===== src/rtl/pio_echo_responder_pkg.sv =====
// pio_echo_pkg: opcodes, field positions and FSM states for the PIO echo responder
package pio_echo_pkg;
  localparam int REQ_BIT = 31;
  localparam int OP_MSB = 30;
  localparam int OP_LSB = 24;
  localparam int PAY_MSB = 23;
  localparam logic [6:0] OP_ECHO = 7'h00;
  localparam logic [6:0] OP_TS_LO = 7'h01;
  localparam logic [6:0] OP_TS_HI = 7'h02;
  localparam logic [6:0] OP_DELTA = 7'h03;
  localparam logic [6:0] OP_CLR = 7'h04;
  localparam logic [30:0] ERR_RESULT = 31'h7FFF_FFFF;
  typedef enum logic [1:0] {IDLE, WAIT, RESP} state_t;
endpackage


===== src/rtl/pio_echo_responder_if.sv =====
// pio_echo_responder_if: HPS request/response PIO bundle
interface pio_echo_responder_if;
  logic [31:0] pio_out;
  logic [31:0] pio_in;
  logic busy;
  logic overrun;
  modport master (output pio_out, input pio_in, busy, overrun);
  modport slave (input pio_out, output pio_in, busy, overrun);
endinterface


===== src/rtl/pio_echo_responder_cycle_counter.sv =====
// pio_cycle_counter: free-running wrapping cycle counter
module pio_cycle_counter #(
  parameter int CNT_W = 62
) (
  input  logic             clk_i,
  input  logic             rst_i,
  output logic [CNT_W-1:0] cnt_o
);
  logic [CNT_W-1:0] cnt_q, cnt_d;
  assign cnt_d = cnt_q + CNT_W'(1);
  assign cnt_o = cnt_q;
  always_ff @(posedge clk_i or posedge rst_i)
    if (rst_i) cnt_q <= '0;
    else cnt_q <= cnt_d;
endmodule


===== src/rtl/pio_echo_responder.sv =====
// pio_echo_responder: answers toggle-signalled HPS PIO requests with echo/timestamp/delta results
module pio_echo_responder
  import pio_echo_pkg::*;
#(
  parameter int CNT_W = 62,
  parameter int RESP_DELAY = 0
) (
  input logic clk_clk,
  input logic reset_reset,
  pio_echo_responder_if.slave pio
);
  state_t state_q, state_d;
  logic [31:0] r_out_q, pio_in_q, pio_in_d;
  logic r_prev_q, req_seen_q, req_seen_d, busy_q, busy_d;
  logic overrun_q, overrun_d, prev_valid_q, prev_valid_d;
  logic [6:0] op_q, op_d;
  logic [23:0] pay_q, pay_d;
  logic [7:0] wcnt_q, wcnt_d;
  logic [CNT_W-1:0] cnt, snap_q, snap_d, prev_snap_q, prev_snap_d, ts_hold_q, ts_hold_d, delta;
  logic [30:0] result;
  logic req_edge, ov_evt;
  pio_cycle_counter #(.CNT_W(CNT_W)) u_cnt (.clk_i(clk_clk), .rst_i(reset_reset), .cnt_o(cnt));
  assign req_edge = r_out_q[REQ_BIT] != req_seen_q;
  assign ov_evt = (r_out_q[REQ_BIT] != r_prev_q) && (state_q != IDLE);
  assign delta = snap_q - prev_snap_q;
  assign pio.pio_in = pio_in_q;
  assign pio.busy = busy_q;
  assign pio.overrun = overrun_q;
  always_comb begin
    result = ERR_RESULT;
    case (op_q)
      OP_ECHO:  result = {7'd0, pay_q};
      OP_TS_LO: result = snap_q[30:0];
      OP_TS_HI: result = 31'(ts_hold_q >> 31);
      OP_DELTA: result = !prev_valid_q ? '0 : (|delta[CNT_W-1:31]) ? ERR_RESULT : delta[30:0];
      OP_CLR:   result = '0;
      default:  result = ERR_RESULT;
    endcase
  end
  always_comb begin
    state_d = state_q;
    op_d = op_q;
    pay_d = pay_q;
    snap_d = snap_q;
    req_seen_d = req_seen_q;
    busy_d = busy_q;
    wcnt_d = wcnt_q;
    pio_in_d = pio_in_q;
    prev_snap_d = prev_snap_q;
    prev_valid_d = prev_valid_q;
    ts_hold_d = ts_hold_q;
    overrun_d = overrun_q;
    case (state_q)
      IDLE: if (req_edge) begin
        op_d = r_out_q[OP_MSB:OP_LSB];
        pay_d = r_out_q[PAY_MSB:0];
        snap_d = cnt;
        req_seen_d = r_out_q[REQ_BIT];
        busy_d = 1'b1;
        wcnt_d = '0;
        state_d = (RESP_DELAY > 0) ? WAIT : RESP;
      end
      WAIT: begin
        wcnt_d = wcnt_q + 8'd1;
        state_d = (wcnt_q == 8'(RESP_DELAY - 1)) ? RESP : WAIT;
      end
      RESP: begin
        pio_in_d = {req_seen_q, result};
        busy_d = 1'b0;
        prev_snap_d = snap_q;
        prev_valid_d = 1'b1;
        ts_hold_d = (op_q == OP_TS_LO) ? snap_q : ts_hold_q;
        overrun_d = (op_q == OP_CLR) ? 1'b0 : overrun_q;
        state_d = IDLE;
      end
      default: state_d = IDLE;
    endcase
    // a new violation outranks a simultaneous clear
    if (ov_evt) overrun_d = 1'b1;
  end
  always_ff @(posedge clk_clk or posedge reset_reset)
    if (reset_reset) begin
      state_q <= IDLE;
      r_out_q <= '0;
      r_prev_q <= 1'b0;
      req_seen_q <= 1'b0;
      busy_q <= 1'b0;
      overrun_q <= 1'b0;
      prev_valid_q <= 1'b0;
      op_q <= '0;
      pay_q <= '0;
      wcnt_q <= '0;
      pio_in_q <= '0;
      snap_q <= '0;
      prev_snap_q <= '0;
      ts_hold_q <= '0;
    end else begin
      state_q <= state_d;
      r_out_q <= pio.pio_out;
      r_prev_q <= r_out_q[REQ_BIT];
      req_seen_q <= req_seen_d;
      busy_q <= busy_d;
      overrun_q <= overrun_d;
      prev_valid_q <= prev_valid_d;
      op_q <= op_d;
      pay_q <= pay_d;
      wcnt_q <= wcnt_d;
      pio_in_q <= pio_in_d;
      snap_q <= snap_d;
      prev_snap_q <= prev_snap_d;
      ts_hold_q <= ts_hold_d;
    end
endmodule


===== src/flat_wrapper.sv =====
// flat-port wrapper written by rule: the top's interface ports become plain ports
module pio_echo_responder_flat import pio_echo_pkg::*;
#(
  parameter int CNT_W = 62,
  parameter int RESP_DELAY = 0
)
  (clk_clk, reset_reset, pio_pio_out, pio_pio_in, pio_busy, pio_overrun);
  pio_echo_responder_if pio_i ();
  input logic clk_clk;
  input logic reset_reset;
  input wire logic [$bits(pio_i.pio_out)-1:0] pio_pio_out;
  output wire logic [$bits(pio_i.pio_in)-1:0] pio_pio_in;
  output wire logic [$bits(pio_i.busy)-1:0] pio_busy;
  output wire logic [$bits(pio_i.overrun)-1:0] pio_overrun;
  assign pio_i.pio_out = pio_pio_out;
  assign pio_pio_in = pio_i.pio_in;
  assign pio_busy = pio_i.busy;
  assign pio_overrun = pio_i.overrun;
  pio_echo_responder #(.CNT_W(CNT_W), .RESP_DELAY(RESP_DELAY)) u_core (.clk_clk(clk_clk), .reset_reset(reset_reset), .pio(pio_i));
endmodule

===== config.mk =====
export PLATFORM = sky130hd
export DESIGN_NAME = pio_echo_responder_flat
export DESIGN_NICKNAME = d
export VERILOG_FILES = /design/src/rtl/pio_echo_responder_pkg.sv /design/src/rtl/pio_echo_responder_if.sv /design/src/rtl/pio_echo_responder_cycle_counter.sv /design/src/rtl/pio_echo_responder.sv /design/src/flat_wrapper.sv
export SDC_FILE = /design/constraint.sdc
export NUM_CORES = 1
export LEC_CHECK = 0
export CAP_MARGIN = 15
export CORE_UTILIZATION = 30
export DETAILED_ROUTE_END_ITERATION = 7
export HOLD_SLACK_MARGIN = 0.02
export PLACE_DENSITY = 0.56
export SETUP_SLACK_MARGIN = 0.05
export SKIP_LAST_GASP = 1
export SLEW_MARGIN = 25
export SYNTH_ARGS = -nofsm -noshare
export SYNTH_HDL_FRONTEND = slang
export SYNTH_SLANG_ARGS = --single-unit

===== constraint.sdc =====
create_clock -name clk_clk -period 11.35 [get_ports clk_clk]
set_clock_uncertainty 0.1 [all_clocks]
set_input_delay 2.27 -clock clk_clk [delete_from_list [all_inputs] [get_ports clk_clk]]
set_output_delay 2.27 -clock clk_clk [all_outputs]
set_load 0.02 [all_outputs]

== Yosys cells after proc, flatten, opt, wreduce, memory -nomap -nowiden ==
Index checks and enable logic that the tools add are counted.
Storage, ports and cells
  register bits after elaboration: 358
  output and inout port bits: 34
  input bits: 34
  word-level logic and storage cells: 55
Cells by class
  reduce and logical (&&, ||, !) cells: 14
  multiplexer cells: 13
  eq/ne operators: 10
  add/subtract/negate cells: 3
Operators with widths (number)
  $pmux 31 s5: 1
  $add 62x1->62 const B: 1
  $mux 31: 2
  $sub 62x62->62: 1
  $reduce_or 31->1: 1
  $pmux 8 s2: 1
  $eq 7x2->1 const B: 2
  $reduce_and 2->1: 5
  $reduce_bool 2->1: 5
  $add 8x1->8 const B: 1
  $eq 8x8->1 const B: 1
  $mux 8: 1
  $eq 7x1->1 const B: 1
  $eq 7x3->1 const B: 1
  $logic_not 7->1: 1
  $mux 1: 4
  $mux 2: 2
  $pmux 2 s2: 1
  $eq 2x1->1 const B: 1
  $eq 2x2->1 const B: 1
  $logic_not 2->1: 1
  $ne 1x1->1: 2
  $ne 2x1->1 const B: 1
  $pmux 1 s2: 1
  $logic_and 1x1->1: 1

== Depth between registers and ports, before layout ==
  depth in word-level cells: 5
  mapped depth: 14
  mapped depth without buffers: 13

== Hierarchy ==
From an unflattened synthesis, not the netlist that was laid out.
Unflattened totals
  cell total of the unflattened synthesis: 1785
  area, all modules: 17804.6 um2
Modules (own cells, without submodules)
  pio_echo_responder: area each 14899.3 um2, cells each 1519, instances 1, sequential area each 6631.4 um2
  pio_cycle_counter: area each 2905.3 um2, cells each 266, instances 1, sequential area each 1551.5 um2

== Worst setup path before layout ==
No wires, ideal clock.
  path type: flip-flop to flip-flop
  start point: register u_core.snap_q[0]
  end point: register u_core.pio_in_q[26], in the netlist u_core.pio.pio_in[26]
  data arrival time: 3148 ps
  data required time: 11113 ps
  buffers on the path: 1
  cell stages (with the launch flop): 15
  library setup time: 137 ps
  clock period less this slack: 3384 ps
  slack: 7966 ps
  path through: dfrtp_1 -> inv_1 -> ha_1 -> fa_1 -> nand2b_1 -> a21oi_1 -> o21ai_1 -> o41a_1 -> nand2_1 -> a211oi_1 -> a2111oi_0 -> o211ai_1 -> nor4_4 -> buf_6 -> a31oi_1
Between the ends
  longest elaborated chain between the ends: 5
Ends and longest elaborated chain
  start: declaration: RTL line pio_echo_responder.sv:19  | logic [CNT_W-1:0] cnt, snap_q, snap_d, prev_snap_q, prev_snap_d, ts_hold_q, ts_hold_d, delta;
  start signal: assignment: RTL line pio_echo_responder.sv:109  | snap_q <= snap_d;
  $sub 62x62->62 (*): RTL line pio_echo_responder.sv:25  | assign delta = snap_q - prev_snap_q;
  $reduce_or 31->1: RTL line pio_echo_responder.sv:35  | OP_DELTA: result = !prev_valid_q ? '0 : (|delta[CNT_W-1:31]) ? ERR_RESULT : delta[30:0];
  $mux 31 (*) (2 in series): RTL line pio_echo_responder.sv:35
  $pmux 31 s5 (*): RTL line pio_echo_responder.sv:31  | case (op_q)
  end signal: assignment: RTL line pio_echo_responder.sv:108  | pio_in_q <= pio_in_d;
  end: declaration: RTL line pio_echo_responder.sv:13  | logic [31:0] r_out_q, pio_in_q, pio_in_d;
Every way passes the cells marked *; elsewhere a longest branch is shown, timed or not.
A chain may end at the register's enable or synchronous reset.

== Final worst setup path ==
  start point: register u_core.snap_q[0]
  end point: register u_core.pio_in_q[1], in the netlist u_core.pio.pio_in[1]
Same word-level chain as after synthesis.

==> results.py <==
metrics = {
    "run_status": {
        "outcome": "complete, no violations",
    },
    "placed_design": {
        "place_congestion": 0.942,
        "dpl.hpwl_um": 40700,
        "dpl_worst_slack_ns": 6.27,
        "portBuffers": 67,
    },
    "floorplanning": {
        "dieArea_sq_mm": 0.0603,
        "num_rows": 88,
        "initial_core_util": 0.306,
        "die_w_um": 246,
        "fp.dieH_um": 246,
        "core_sq_mm": 0.0581,
        "ios": 68,
    },
    "clock_tree": {
        "clkLatencyLatePin_ns": 0.56,
        "clkTransAtPathRegs_ns": 0.06,
        "clockBufferDepth": 3,
        "post_cts_buffers": 0,
        "cts_buffers": 37,
        "cts_root_buffer": "clkbuf_16",
        "cts_hold_buf": 0,
        "cts_num_sinks": 327,
        "cts_max_level": 2,
        "cts-resized-gates": 0,
        "cts_tree": "built",
    },
    "power_and_ir_drop": {
        "p_clk_frac": 0.319,
        "leakage_nw": 9.23,
        "swShare": 0.345,
        "p_int_w": 0.00255,
        "combPwrFrac": 0.320,
        "p_per_area_mw_per_mm2": 189,
        "vdd_drop_max_uv": 167,
        "seqPwrFrac": 0.361,
        "power.switching_w": 0.00134,
    },
    "yosys": {
        "synthArstFlopShare": 1.00,
        "syn-num-nets": 1954,
        "avgSynthCellArea_sq_um": 9.59,
        "synth_seq_area_share": 0.460,
        "synth_edf_count": 0,
        "syn_inst": 1856,
        "ys_types": 82,
        "ys_ff_latch": 327,
        "yosysWarnings": 0,
        "synth_flop_cell": "dfrtp_1",
        "syn_area_sq_mm": 0.0178,
    },
    "routing": {
        "vias": 14425,
        "routed_wl_um": 54200,
        "drtAntennaViolNets": 0,
        "viasPerCell": 5.37,
        "drt_pre_antenna_iters": 5,
        "wl_per_cell_um": 20.1,
        "drc": 0,
        "drt-initial-drc-count": 1215,
    },
    "sta": {
        "fmax_mhz": 217,
        "hold_viol_final": 0,
        "hold_ws_ns": 0.354,
        "min_period_over_period": 0.406,
        "maxSlewViolCount": 0,
        "final-setup-viol-count": 0,
        "tns_ns": 0,
        "rsz0062_at_grt": "no",
        "tightest_slew_ns": 0.985,
        "timing.final.ws_setup_ns": 6.74,
        "relSlewSlack": 0.337,
        "min_period_ns": 4.61,
    },
    "cells_and_area": {
        "final_cell_mix": "dfrtp_1, nand2_1, o21ai_0",
        "areaGrowthSynthToFinish_pct": 15.2,
        "layout-drive-gt1-share": 0.116,
        "final_common_cell": "dfrtp_1",
        "nets": 1994,
    },
    "critical_path": {
        "worstSetupStartpointType": "flop",
        "worstSetupEndpointType": "flop",
        "crit_required_ns": 11.66,
        "cp_data_arrival_time_ns": 4.93,
        "path_class": "reg2reg",
        "path_max_fanout": 31,
    },
    "grt": {
        "grt_pass1_wl_um": 84400,
        "grt_pass1_vias": 14121,
        "grt_overflow_total": 0,
        "grt_max_degree": 175,
        "grtUsageTotal": 0.180,
        "antenna_found_initial": 2,
    },
    "job": {
        "max_cap_viol_count": 0,
    },
    "min_path": {
        "min_path_type": "reg2reg",
    },
}
==> state kept, by name (all words and copies together) (netlist names) <==
| register | flops |
|---|---|
| u_core.prev_snap_q | 62 |
| u_core.snap_q | 62 |
| u_core.u_cnt.cnt_o | 62 |
| u_core.pio.pio_in | 32 |
| u_core.r_out_q | 32 |
| u_core.ts_hold_q | 31 |
| u_core.pay_q | 24 |
| u_core.wcnt_q | 8 |
| u_core.op_q | 7 |
| u_core.state_q | 2 |
| u_core.pio.busy | 1 |
| u_core.pio.overrun | 1 |
| u_core.prev_valid_q | 1 |
| u_core.r_prev_q | 1 |
| u_core.req_seen_q | 1 |
==> power groups by stage <==
stage | registers [W] | clock network (W) | logic [W]
6_report | 0.00140 | 0.00124 | 0.00124
5_1_grt | 0.00142 | 0.00132 | 0.00135
4_1_cts | 0.00140 | 0.00127 | 0.00124
3_5_place_dp | 0.00142 | 0 | 0.00123
3_3_place_gp | 0.00142 | 0 | 0.00123
2_1_floorplan | 0.00142 | 0 | 0.000806
==> worst max-delay path, stage by stage (launching register included) <==
cell and delay [ns]:
dfrtp_1 0.38, inv_1 0.05, ha_1 0.21, fa_1 0.41
nand2b_1 0.18, a21oi_1 0.32, o21ai_1 0.25, o21ai_1 0.59
o211ai_1 0.25, nand4_1 0.20, nor4bb_1 0.38, nand4_1 0.21
nor4_4 0.29, buf_4 0.44, a31oi_1 0.16
==> cell families (layout without fill, tap and decap cells) <==
kind of cell / after synthesis / in the layout / share of synthesized area
and+or+nand+nor: 607 / 607 / 0.162
buffers and inverters: 159 / 225 / 0.0366
xor gates and xnor gates: 99 / 99 / 0.0487
other: 0 / 1 / 0
DFF: 327 / 327 / 0.460
adders and majority gates: 64 / 64 / 0.0454
AOI/OAI and AO/OA: 471 / 471 / 0.166
muxes: 129 / 129 / 0.0812
==> layer usage <==
| metal | vias up | part of all wire | track usage | wire length, um |
|---|---|---|---|---|
| met4 | 0 | 0.023 | 0.0550 | 1260 |
| met3 | 71 | 0.052 | 0.0225 | 2820 |
| li1 | 6761 | - | - | - |
| met2 | 408 | 0.45 | 0.279 | 24300 |
| met1 | 7185 | 0.48 | 0.260 | 25800 |
| met5 | - | 0 | 0 | 0 |
==> layout make-up <==
| cell class | instances | area, sq um |
|---|---|---|
| diodes | 1 | 2.50 |
| clock buffers | 51 | 1060 |
| clock inverters | 14 | 205 |
| fillers | 5925 | 37600 |
| inverters | 80 | 304 |
| multi-input cells | 1370 | 8990 |
| flip-flops and latches | 327 | 8180 |
| well taps | 765 | 957 |
| repair buffers | 80 | 797 |
==> final timing paths <==
path,startpoint,end,slack (ns),cells past startpoint
worst max register to register,u_core.snap_q[0],u_core.pio.pio_in[1],6.74,14
worst min register to register,u_core.r_out_q[31],u_core.r_prev_q,0.35,0
max in group asynchronous,reset_reset,u_core.pio.pio_in[15],7.25,5
min in group asynchronous,reset_reset,u_core.wcnt_q[0],1.97,2
worst min-delay path,u_core.r_out_q[31],u_core.r_prev_q,0.35,0
worst max-delay path,u_core.snap_q[0],u_core.pio.pio_in[1],6.74,14
==> stage by stage <==
step           utilization  area, sq um  power, W  std cells
2_1_floorplan            -        17800   0.00223       1856
3_3_place_gp         0.330        19200   0.00264       2621
3_5_place_dp         0.330        19200   0.00265       2621
4_1_cts              0.352        20500   0.00391       2686
5_1_grt              0.353        20500   0.00408       2687
6_report             0.353        20500   0.00388       2688
==> cell usage after synthesis, types with 6 or more instances <==
library cell    n  area (sq um)
dfrtp_1       327          8180
nand2_1       266           998
o21ai_0       145           726
mux2_2        122          1370
nor2_1        114           428
a21oi_1       113           566
inv_1          80           300
ha_1           63           788
xnor2_1        61           534
nand4_1        54           338
clkbuf_1       53           199
nand3_1        51           255
xor2_1         38           333
a31oi_1        32           200
o22ai_1        29           181
a21o_1         20           150
and3_1         19           119
nor3_1         19          95.1
and4_1         18           158
o21ai_1        15          75.1
nor4_1         12          75.1
a221oi_1       10          87.6
buf_1          10          37.5
nand2b_1       10          62.6
o21a_1         10          75.1
a211oi_1        9          67.6
o211ai_1        9          67.6
or3_1           9          56.3
and2_1          8          50.1
buf_2           8          40.0
o21bai_1        8          60.1
a221o_1         7          70.1
mux2i_1         7          70.1
o2111ai_1       7          61.3
o31ai_1         6          45.0
Power figures use the tool's default switching activity.
